[src/rtl/serial_sub_pkg.sv]
// Shared types and constants for the bit-serial subtractor.
package serial_sub_pkg;

  // Operand width limits for the WIDTH parameter.
  localparam int WIDTH_MIN = 2;
  localparam int WIDTH_MAX = 32;

  // Control FSM states.
  typedef enum logic [1:0] {
    IDLE = 2'd0,
    RUN  = 2'd1,
    DONE = 2'd2
  } state_t;

endpackage

[src/rtl/serial_subtractor_if.sv]
// Request/result bundle for serial_subtractor.
//
// Handshake: the master raises start with a and b valid. The slave accepts
// the request on any rising edge where it is idle (busy=0 and not in its done
// cycle). busy is high from the cycle after acceptance until the result is
// ready. done then pulses for exactly one cycle, and diff/borrow_out/ovf are
// valid from that cycle. The results hold until the next done. start seen
// while the slave is busy or done is dropped, not queued. Holding start high
// issues back-to-back operations, and a/b are re-sampled at each acceptance.
interface serial_subtractor_if #(
  parameter int WIDTH = 8
) ();

  logic             start;
  logic [WIDTH-1:0] a;
  logic [WIDTH-1:0] b;
  logic             busy;
  logic             done;
  logic [WIDTH-1:0] diff;
  logic             borrow_out;
  logic             ovf;

  modport master (
    output start, a, b,
    input  busy, done, diff, borrow_out, ovf
  );

  modport slave (
    input  start, a, b,
    output busy, done, diff, borrow_out, ovf
  );

endinterface

[src/rtl/fullsub_bit.sv]
// One-bit full subtractor: d = x - y - bin, with the borrow going out on bout.
module fullsub_bit (
  input  logic x,
  input  logic y,
  input  logic bin,
  output logic d,
  output logic bout
);

  // Difference bit and borrow: borrow when y exceeds x, or on a tie with borrow in.
  always_comb begin
    d    = x ^ y ^ bin;
    bout = (~x & y) | (~(x ^ y) & bin);
  end

endmodule

[src/rtl/serial_subtractor.sv]
// Bit-serial two's-complement subtractor. It computes diff = a - b, LSB first,
// one bit per clock, and uses a single full-subtractor cell plus a borrow
// flip-flop. An operation takes WIDTH+2 cycles from the start cycle to the
// first cycle in which a new start can be accepted.
module serial_subtractor
  import serial_sub_pkg::*;
#(
  parameter int WIDTH = 8
) (
  input  logic   clk,
  input  logic   rst_n,
  serial_subtractor_if.slave bus,
  output state_t dbg_state
);

  localparam int CW = (WIDTH > 1) ? $clog2(WIDTH) : 1;
  localparam logic [CW-1:0] CNT_LAST = CW'(WIDTH - 1);

  state_t           state;
  state_t           next_state;
  logic [CW-1:0]    cnt;
  logic [WIDTH-1:0] sr_a;
  logic [WIDTH-1:0] sr_b;
  logic [WIDTH-1:0] sr_d;
  logic             br;
  logic             a_msb;
  logic             b_msb;
  logic [WIDTH-1:0] diff_q;
  logic             borrow_q;
  logic             ovf_q;

  logic             cell_d;
  logic             cell_bout;
  logic             accept;
  logic             last_bit;
  logic [WIDTH-1:0] d_next;

  fullsub_bit u_cell (
    .x    (sr_a[0]),
    .y    (sr_b[0]),
    .bin  (br),
    .d    (cell_d),
    .bout (cell_bout)
  );

  // Decode handshake events and the next sr_d value.
  always_comb begin
    accept   = (state == IDLE) && bus.start;
    last_bit = (state == RUN) && (cnt == CNT_LAST);
    d_next   = {cell_d, sr_d[WIDTH-1:1]};
  end

  // State register. Reset aborts any operation in flight.
  always_ff @(posedge clk or negedge rst_n) begin
    if (!rst_n) begin
      state <= IDLE;
    end else begin
      state <= next_state;
    end
  end

  // Next-state logic. DONE always lasts exactly one cycle.
  always_comb begin
    next_state = state;
    case (state)
      IDLE:    if (bus.start) next_state = RUN;
      RUN:     if (cnt == CNT_LAST) next_state = DONE;
      DONE:    next_state = IDLE;
      default: next_state = IDLE;
    endcase
  end

  // Operand capture, then one shift of both operands and the result per RUN cycle.
  always_ff @(posedge clk or negedge rst_n) begin
    if (!rst_n) begin
      sr_a  <= '0;
      sr_b  <= '0;
      sr_d  <= '0;
      br    <= 1'b0;
      cnt   <= '0;
      a_msb <= 1'b0;
      b_msb <= 1'b0;
    end else if (accept) begin
      sr_a  <= bus.a;
      sr_b  <= bus.b;
      sr_d  <= '0;
      br    <= 1'b0;
      cnt   <= '0;
      a_msb <= bus.a[WIDTH-1];
      b_msb <= bus.b[WIDTH-1];
    end else if (state == RUN) begin
      sr_a <= sr_a >> 1;
      sr_b <= sr_b >> 1;
      sr_d <= d_next;
      br   <= cell_bout;
      // Hold at the last count rather than wrapping.
      if (cnt != CNT_LAST) begin
        cnt <= cnt + CW'(1);
      end
    end
  end

  // Result registers. They load on the edge into DONE, so the values are valid alongside done.
  always_ff @(posedge clk or negedge rst_n) begin
    if (!rst_n) begin
      diff_q   <= '0;
      borrow_q <= 1'b0;
      ovf_q    <= 1'b0;
    end else if (last_bit) begin
      diff_q   <= d_next;
      borrow_q <= cell_bout;
      ovf_q    <= (a_msb != b_msb) && (cell_d != a_msb);
    end
  end

  // Drive the bus outputs from the state decode and the result registers.
  always_comb begin
    bus.busy       = (state == RUN);
    bus.done       = (state == DONE);
    bus.diff       = diff_q;
    bus.borrow_out = borrow_q;
    bus.ovf        = ovf_q;
    dbg_state      = state;
  end

endmodule

[src/flat_wrapper.sv]
// flat-port wrapper written by rule: the top's interface ports become plain ports
module serial_subtractor_flat import serial_sub_pkg::*;
#(
  parameter int WIDTH = 8
)
  (clk, rst_n, dbg_state, bus_start, bus_a, bus_b, bus_busy, bus_done, bus_diff, bus_borrow_out, bus_ovf);
  serial_subtractor_if #(.WIDTH(WIDTH)) bus_i ();
  input  logic clk;
  input  logic rst_n;
  output state_t dbg_state;
  input wire logic [$bits(bus_i.start)-1:0] bus_start;
  input wire logic [$bits(bus_i.a)-1:0] bus_a;
  input wire logic [$bits(bus_i.b)-1:0] bus_b;
  output wire logic [$bits(bus_i.busy)-1:0] bus_busy;
  output wire logic [$bits(bus_i.done)-1:0] bus_done;
  output wire logic [$bits(bus_i.diff)-1:0] bus_diff;
  output wire logic [$bits(bus_i.borrow_out)-1:0] bus_borrow_out;
  output wire logic [$bits(bus_i.ovf)-1:0] bus_ovf;
  assign bus_i.start = bus_start;
  assign bus_i.a = bus_a;
  assign bus_i.b = bus_b;
  assign bus_busy = bus_i.busy;
  assign bus_done = bus_i.done;
  assign bus_diff = bus_i.diff;
  assign bus_borrow_out = bus_i.borrow_out;
  assign bus_ovf = bus_i.ovf;
  serial_subtractor #(.WIDTH(WIDTH)) u_core (.clk(clk), .rst_n(rst_n), .bus(bus_i), .dbg_state(dbg_state));
endmodule
[config.mk]
export PLATFORM = sky130hd
export DESIGN_NAME = serial_subtractor_flat
export DESIGN_NICKNAME = d
export VERILOG_FILES = /design/src/rtl/serial_sub_pkg.sv /design/src/rtl/serial_subtractor_if.sv /design/src/rtl/fullsub_bit.sv /design/src/rtl/serial_subtractor.sv /design/src/flat_wrapper.sv
export SDC_FILE = /design/constraint.sdc
export NUM_CORES = 1
export LEC_CHECK = 0
export CAP_MARGIN = 20
export CORE_MARGIN = 1
export CORE_UTILIZATION = 35
export DETAILED_ROUTE_END_ITERATION = 10
export SLEW_MARGIN = 20
export SYNTH_ARGS = -nofsm -noshare
export SYNTH_HDL_FRONTEND = slang
export SYNTH_SLANG_ARGS = --single-unit
[constraint.sdc]
create_clock -name clk -period 2.97 [get_ports clk]
set_input_delay 0.594 -clock clk [delete_from_list [all_inputs] [get_ports clk]]
set_output_delay 0.594 -clock clk [all_outputs]
set_load 0.05 [all_outputs]
Word level (Yosys, flattened, before mapping)
Index checks and enable logic that the tools add are counted.
{"block": "totals", "regBits": 42, "out_inout_bits": 14, "input_bits": 19}
{"block": "op_classes", "eq_ne": 8, "addsub": 1, "mux": 14, "n_reduce_logical": 8, "bitwise": 7}
{"op": "8-bit 2-to-1 mux", "n": 6}
{"op": "3-bit 2-to-1 mux", "n": 3}
{"op": "2-bit 2-to-1 mux", "n": 2}
{"op": "2-bit case mux with 2 select lines", "n": 1}
{"op": "2-bit AND reduction", "n": 2}
{"op": "2-bit nonzero test", "n": 2}
{"op": "3-bit by 1-bit adder with 3-bit output, second input constant", "n": 1}
{"op": "3-bit == test, second input constant", "n": 1}
{"op": "1-bit logical AND", "n": 3}
{"op": "3-bit inequality test, second input constant", "n": 1}
{"op": "1-bit AND", "n": 2}
{"op": "2-bit by 1-bit == test with 1-bit output, second input constant", "n": 1}
{"op": "2-bit == test, second input constant", "n": 1}
{"op": "2-bit logical NOT", "n": 1}
{"op": "1-bit 2-to-1 mux", "n": 2}
{"op": "1-bit inequality test", "n": 2}
{"op": "2-bit by 1-bit inequality test with 1-bit output, second input constant", "n": 1}
{"op": "2-bit inequality test, second input constant", "n": 1}
{"op": "1-bit inverter", "n": 2}
{"op": "1-bit bitwise XOR", "n": 2}
{"op": "1-bit bitwise OR", "n": 1}

Logic depth before layout (Yosys ltp)
Gate-level depths: netlist of the first run.
{"block": "logic_depth", "ltp_word": 6, "mapped_depth": 6, "mapped_depth_nobuf": 5}

Modules after synthesis
Synthesis of the first run repeated with hierarchy kept, for this count alone.
{"block": "hier_totals", "hier_cells": 148, "area_unflattened_um2": 1778.0}
{"mod": "serial_subtractor", "instances": 1, "cells_per_inst": 144, "area_per_inst_um2": 1746.7}
{"mod": "fullsub_bit", "instances": 1, "cells_per_inst": 4, "area_per_inst_um2": 31.3}

Worst setup path after synthesis of the first run
No wires, ideal clock.
{"block": "synth_timing", "path_kind": "register to output", "start": "register u_core.state[1] (netlist: u_core.dbg_state[1])", "end": "output port bus_done", "stages_incl_launch_ff": 3, "path_slack_ns": 0.749, "required_time_ns": 2.376, "path_buffers": 1, "arrival_time_ns": 1.627, "path_cell_list": "dfrtp_1 buf_2 nor2b_1"}
{"block": "synth_via", "elab_chain_cells": 1}
{"element": "from (decl)", "line": "serial_subtractor.sv:19", "rtl": "state_t state;"}
{"element": "from (signal assigned)", "line": "serial_subtractor.sv:58", "rtl": "state <= next_state;"}
{"element": "2-bit == test", "line": "serial_subtractor.sv:119", "rtl": "bus.done = (state == DONE);"}
{"element": "to (decl)", "line": "flat_wrapper.sv:15", "rtl": "output wire logic [$bits(bus_i.done)-1:0] bus_done;"}
No other way between the ends.

Worst setup path in the final report of the first run
{"block": "layout_timing", "start": "register u_core.state[0] (netlist: u_core.dbg_state[0])", "end": "output port dbg_state[0]"}
{"element": "to (decl)", "line": "flat_wrapper.sv:10", "rtl": "output state_t dbg_state;"}
No word-level cell between the ends.

==> summary.md, run 1 <==
| Metric | Value |
|---|---|
| Register Area | 1026 um^2 |
| Via/cell ratio | 4.944 |
| Switching pwr | 909.3 uW |
| Avg WL per Cell | 13.69 um |
| Core footprint | 4755 um^2 |
| CP endpoint kind | output pin |
| Syn Std Cell Area | roughly 1700 um^2 |
| Sw Ratio | 38.86% |
| Post_cts resized | 0 |
| Number of enable flip-flop cells after synthesis | 0 |
| Reg2reg end | u_core.bus.diff[0] |
| Area Overhead vs Synth | 28.70% |
| Clock slew at reported path FFs | approximately 80 ps |
| First-pass DRT Iterations | 4 |
| Pin count of the biggest net entering global routing | 42 |
| Worst path slowest cell | clkdlybuf4s50_1 |
| Final setup violation count | 0 |
| Layout Nets | 205 |
| Final Skew | between 5 and 6 ps |
| Final-report hold violation count | 0 |
| Cell area after layout | 2250 um^2 |
| CP Depth | 2 |
| Sink Count | 41 |
| Starting density of the core | around 37% |
| Critical Path Start | u_core.dbg_state[0] |
| Max_cap viols | 0 |
| P_int | between 1000 and 1500 uW |
| Slew headroom | a little under 40% |
| Crit Path Max Fanout | 21 |
| Fillers | 448 |
| Proportion of layout cells with a drive suffix above 1 | ~15% |
| Multi-input gate area in the final layout | 665.6 um^2 |
| Post-layout util | 47.32% |
| Critical Path AT | 1830 ps |
| Synth top cells by count | dfrtp_1, o21ai_0, a22oi_1, nand2_1, a22o_1 |
| Leakage power | about 0.0010 uW |
| # DRC | 0 |
| CP startpoint kind | register |
| Initial antenna violation count | 0 |
| Remaining Overflow, GRT | 0 |
| WL final | between 3 and 4 mm |
| FF-to-FF setup slack | 1120 ps |
| RSZ-0062 raised after global routing | no |
| F_max | about 0.41 GHz |
| Worst Path Buf+Inv | 2 |
| Mapped Cells | approximately 150 |
| Number of synthesis warnings | 0 |
| Count leader, synth | dfrtp_1 |
| Avg Inst Size Synth | 11.81 um^2 |
| Setup crit end | dbg_state[0] |
| Flop pwr share | 39.5% |
| Area contributors post-synth | dfrtp_1, mux2_2, a22o_1, a22oi_1, o21ai_0 |
| Clock Power Share | between 10% and 20% |
| CTS max path bufs | 2 |
| Cell row count | 25 |
| Post-CTS setup buffer count | 0 |
| Clk root buf | clkbuf_8 |
| CTS tree | yes |
| Final HPWL DP | approximately 2.4 mm |
| Die height | 72.67 um |
| Final TNS setup | 0 ps |
| Critical Path RT | 2380 ps |
| Vias in the first global route | roughly 1200 |
| Max rail drop VDD | 433.5 uV |
| Die ar. | 5281 um^2 |
| Number of synthesized register bits | 41 |
| Worst path cell trace | buf_4, clkdlybuf4s50_1 |
| CTS buffer count | 5 |
| GRT Resource Usage Total | 15.03% |
| Peak per-stage delay on the critical path | 840 ps |
| Slew Viols, Final | 0 |
| Share of the synthesized area in the top cell type | 58.70% |
| Remaining antenna violation count | 0 |
| IO Port Bufs | 32 |
| Fin crit period | 2422 ps |
| Top FF cell, synth | dfrtp_1 |
| Top Ports | 33 |
| Crit path max-delay family | buffers and inverters |
| Die Width | between 70 and 80 um |
| Clock insertion delay at the later pin of the skew report | 290 ps |
| Post-synthesis sequential area ratio | 58.70% |
| Syn nets | 170 |
| Outcome | finished clean |
| Post-synth top area cell | dfrtp_1 |
| Antenna diodes | 0 |
| R2R Path Start | u_core.cnt[0] |
| Crit Path Class | reg2out |
| Comb pwr share | 44.3% |
| Worst Tran Pin Value | approximately 910 ps |
| Worst Reg-to-Reg Cells | 4 |
| Final Wtd Congestion | 0.7137 |
| Async SR Flop Fraction | 100.0% |
| Synth unique cells | 20 |
| Global-route wire length before repair | a little under 6 mm |
| Post-route clock period utilization | 81.54% |
| Placed inst area | 2153 um^2 |
| Cell area power density | 1040 nW/um^2 |
| Via count | 1241 |
| 1st-iter DRT viols | 61 |
| Hold Crit Class | in2async |
| H-tree depth | 2 |
| Hold Buf Count CTS | 0 |
-- flip-flops by register name, indices dropped and copies added, names as in the netlist, 2 cells and up --
| register | count |
|---|---|
| u_core.dbg_state | 2 |
| u_core.sr_a | 8 |
| u_core.sr_b | 8 |
| u_core.bus.diff | 8 |
| u_core.cnt | 3 |
| u_core.sr_d | 7 |
-- placed cells by master (no fill, tap or decap), types with 2 or more instances in the layout --
master           instances
clkdlybuf4s50_1         30
o21ai_0                 18
nand2_1                 14
nor2b_1                  5
buf_4                    5
a21oi_1                  6
dfrtp_1                 41
clkbuf_8                 6
inv_1                    4
a22oi_1                 14
ha_1                     2
and2b_1                  4
a22o_1                  13
mux2_2                  11
-- cell type report --
cell class,instances,share of cell area (%)
sequential,41,45.61
clock inverter,2,0.6118
clock buffer,6,3.671
tap,67,3.726
inverter,4,0.6674
multi-input combinational,94,29.59
timing repair buffer,37,16.13
-- worst min-delay path by stage --
stage / cells past startpoint / slack (ps) / from / to
floorplan: 0 / 300 / rst_n / u_core.a_msb
global placement: 2 / 460 / u_core.br / u_core.br
detailed placement: 2 / 480 / u_core.sr_b[3] / u_core.sr_b[3]
CTS: 1 / 450 / rst_n / u_core.bus.diff[3]
global route: 1 / 500 / rst_n / u_core.bus.diff[4]
finish: 1 / 430 / rst_n / u_core.bus.diff[4]
-- power groups by stage --
stage	registers, uW	logic, uW	clock network, uW
3_5_place_dp	932	1050	0
2_1_floorplan	1120	516	0
4_1_cts	924	1040	391
5_1_grt	951	1140	419
3_3_place_gp	924	1020	0
6_report	924	1040	380
-- metal layers --
| layer | track usage, % | routed length (um) | part of all wire, % |
|---|---|---|---|
| met1 | 20.96 | 1729 | 50 |
| met2 | 22.12 | 1547 | 45 |
| met3 | 5.525 | 143 | 4.2 |
| met4 | 3.922 | 14 | 0.41 |
| met5 | 0 | 0 | 0 |
-- stage by stage --
stage | hold WS (ps) | setup slack (ps) | total power (uW) | cells
final | 432.7 | 548.2 | 2340 | 251
after global routing | 498.2 | 468.6 | 2507 | 251
after CTS | 447.7 | 541.5 | 2360 | 251
after detailed placement | 476.8 | 742.8 | 1979 | 243
after global placement | 465.0 | 793.9 | 1941 | 243
after floorplan | 298.4 | 749.2 | 1635 | 148
-- cells by family after synthesis --
kind of cell / synth area share [%]
compound gates: 20.33
flops: 58.70
simple gates: 8.089
buf+inv: 3.221
mux: 7.087
fa+ha+maj: 2.577
No activity file was read; power rests on OpenSTA's default activity.
==> run 2: changes to the inputs <==
==> constraint.sdc (replaced) <==
create_clock -name clk -period 2 [get_ports clk]
set_input_delay 0.4 -clock clk [delete_from_list [all_inputs] [get_ports clk]]
set_output_delay 0.4 -clock clk [all_outputs]
set_load 0.05 [all_outputs]
==> summary.md, run 2 (synthesized netlist as in run 1, its figures left out) <==
| Metric | Value |
|---|---|
| Comb pwr share | 42.9% (-1.4 points) |
| First-pass DRT Iterations | 4 (unchanged) |
| Die ar. | 5281 um^2 (unchanged) |
| Die Width | 72.67 um (unchanged) |
| Hold Buf Count CTS | 0 (unchanged) |
| Via/cell ratio | 5.058 (+2.3%) |
| WL final | 3.694 mm (+7.5%) |
| Max rail drop VDD | 626.8 uV (+45%) |
| Max_cap viols | 0 (unchanged) |
| Final setup violation count | 0 (unchanged) |
| Initial antenna violation count | 0 (unchanged) |
| Switching pwr | 1373 uW (+51%) |
| Reg2reg end | u_core.bus.diff[6] |
| IO Port Bufs | 32 (unchanged) |
| FF-to-FF setup slack | 350 ps (-770 ps) |
| Critical Path RT | 1600 ps (-780 ps) |
| Global-route wire length before repair | 6.341 mm (+7.5%) |
| Remaining Overflow, GRT | 0 (unchanged) |
| CP Depth | 1 (-1) |
| H-tree depth | 2 (unchanged) |
| CTS buffer count | 5 (unchanged) |
| Crit path max-delay family | buffers and inverters |
| P_int | 2393 uW (+67%) |
| Hold Crit Class | in2async |
| Proportion of layout cells with a drive suffix above 1 | 19.47% (+4.8 points) |
| Slew headroom | 49.06% (+9.5 points) |
| Critical Path AT | 1450 ps (-380 ps) |
| RSZ-0062 raised after global routing | no |
| Flop pwr share | 36.5% (-3.0 points) |
| Antenna diodes | 0 (unchanged) |
| CP endpoint kind | output pin |
| Slew Viols, Final | 0 (unchanged) |
| Starting density of the core | 36.76% (unchanged) |
| Final HPWL DP | 2.615 mm (+8.7%) |
| Worst Reg-to-Reg Cells | 5 (+1) |
| Outcome | finished clean |
| F_max | 0.5401 GHz |
| Die height | 72.67 um (unchanged) |
| Vias in the first global route | 1372 (+15%) |
| Leakage power | 0.001060 uW (+6.1%) |
| Peak per-stage delay on the critical path | 800 ps (-40 ps) |
| # DRC | 0 (unchanged) |
| Worst path cell trace | clkdlybuf4s50_1 |
| Most common cell after layout, fill and taps aside | dfrtp_1 |
| Final Skew | 9.538 ps (+3.810 ps) |
| CTS max path bufs | 2 (unchanged) |
| Layout Nets | 211 (+2.9%) |
| Cell area power density | 1593 nW/um^2 (+53%) |
| Core footprint | 4755 um^2 (unchanged) |
| Fin crit period | 1852 ps |
| Crit Path Class | reg2out |
| CTS tree | yes |
| Worst Tran Pin Value | 764.2 ps (-142.9 ps) |
| Crit Path Max Fanout | 2 (-90%) |
| Clk root buf | clkbuf_8 |
| Area Overhead vs Synth | 35.29% |
| Avg WL per Cell | 14.37 um (+5.0%) |
| Post_cts resized | 0 (unchanged) |
| Cell row count | 25 (unchanged) |
| CP startpoint kind | register |
| Final Wtd Congestion | 0.7021 (-1.6%) |
| Worst Path Buf+Inv | 1 (-1) |
| Cell area after layout | 2365 um^2 (+5.1%) |
| Final-report hold violation count | 0 (unchanged) |
| Most frequent cells in the layout | dfrtp_1, clkdlybuf4s50_1, o21ai_0 |
| Clock slew at reported path FFs | 80 ps (about the same) |
| Final TNS setup | 0 ps (unchanged) |
| Clock Power Share | 20.7% (+4.5 points) |
| Placed inst area | 2231 um^2 (+3.6%) |
| Clock insertion delay at the later pin of the skew report | 290 ps (about the same) |
| Pin count of the biggest net entering global routing | 35 (-17%) |
| Post-route clock period utilization | 92.58% |
| Via count | 1300 (+4.8%) |
| Remaining antenna violation count | 0 (unchanged) |
| Worst hold slack | 177.1 ps (-255.6 ps) |
| GRT Resource Usage Total | 15.80% (+0.77 points) |
| R2R Path Start | u_core.cnt[0] |
| Sw Ratio | 36.45% (-2.4 points) |
| Worst path slowest cell | clkdlybuf4s50_1 |
| Sink Count | 41 (unchanged) |
| Top Ports | 33 (unchanged) |
| Post-CTS setup buffer count | 0 (unchanged) |
| 1st-iter DRT viols | 57 (-6.6%) |
-- run 2: area by class of cell --
cell class	instances	area (um^2)
clock buffers	5	68.82
flip-flops and latches	41	1026
inverters	4	15.01
multi-input cells	94	668.1
repair buffers	43	437.9
clock inverters	3	65.06
fillers	429	2390
well taps	67	83.83
-- run 2: worst max-delay path by stage --
stage	startpoint	endpoint	slack, ps
global route	u_core.dbg_state[1]	bus_busy	60
finish	u_core.bus.diff[6]	bus_diff[6]	150
floorplan	u_core.dbg_state[1]	bus_done	220
CTS	u_core.bus.ovf	bus_ovf	140
detailed placement	bus_start	u_core.sr_a[4]	300
global placement	bus_start	u_core.a_msb	310
-- run 2: power groups by stage --
stage	Clock [uW]	Combinational, uW	Sequential, uW
2_1_floorplan	0	768	1660
3_5_place_dp	0	1620	1390
3_3_place_gp	0	1570	1370
6_report	778	1610	1370
5_1_grt	843	1760	1420
4_1_cts	797	1630	1370
-- run 2: per-layer routing --
layer	wire length (um)	vias to the layer above	track usage, %
li1	-	615	-
met1	1681	640	20.09
met2	1786	41	25.75
met3	190	4	4.834
met4	35	0	5.229
met5	0	-	0
-- run 2: per-stage QoR --
step / std cells / total power, uW / utilization [%] / worst slack (ps)
floorplan: 148 / 2429 / - / 220.6
global placement: 249 / 2939 / 46.92 / 310.8
detailed placement: 249 / 3013 / 46.92 / 300.7
CTS: 257 / 3798 / 49.74 / 135.6
global route: 257 / 4017 / 49.74 / 62.19
finish: 257 / 3766 / 49.74 / 148.3
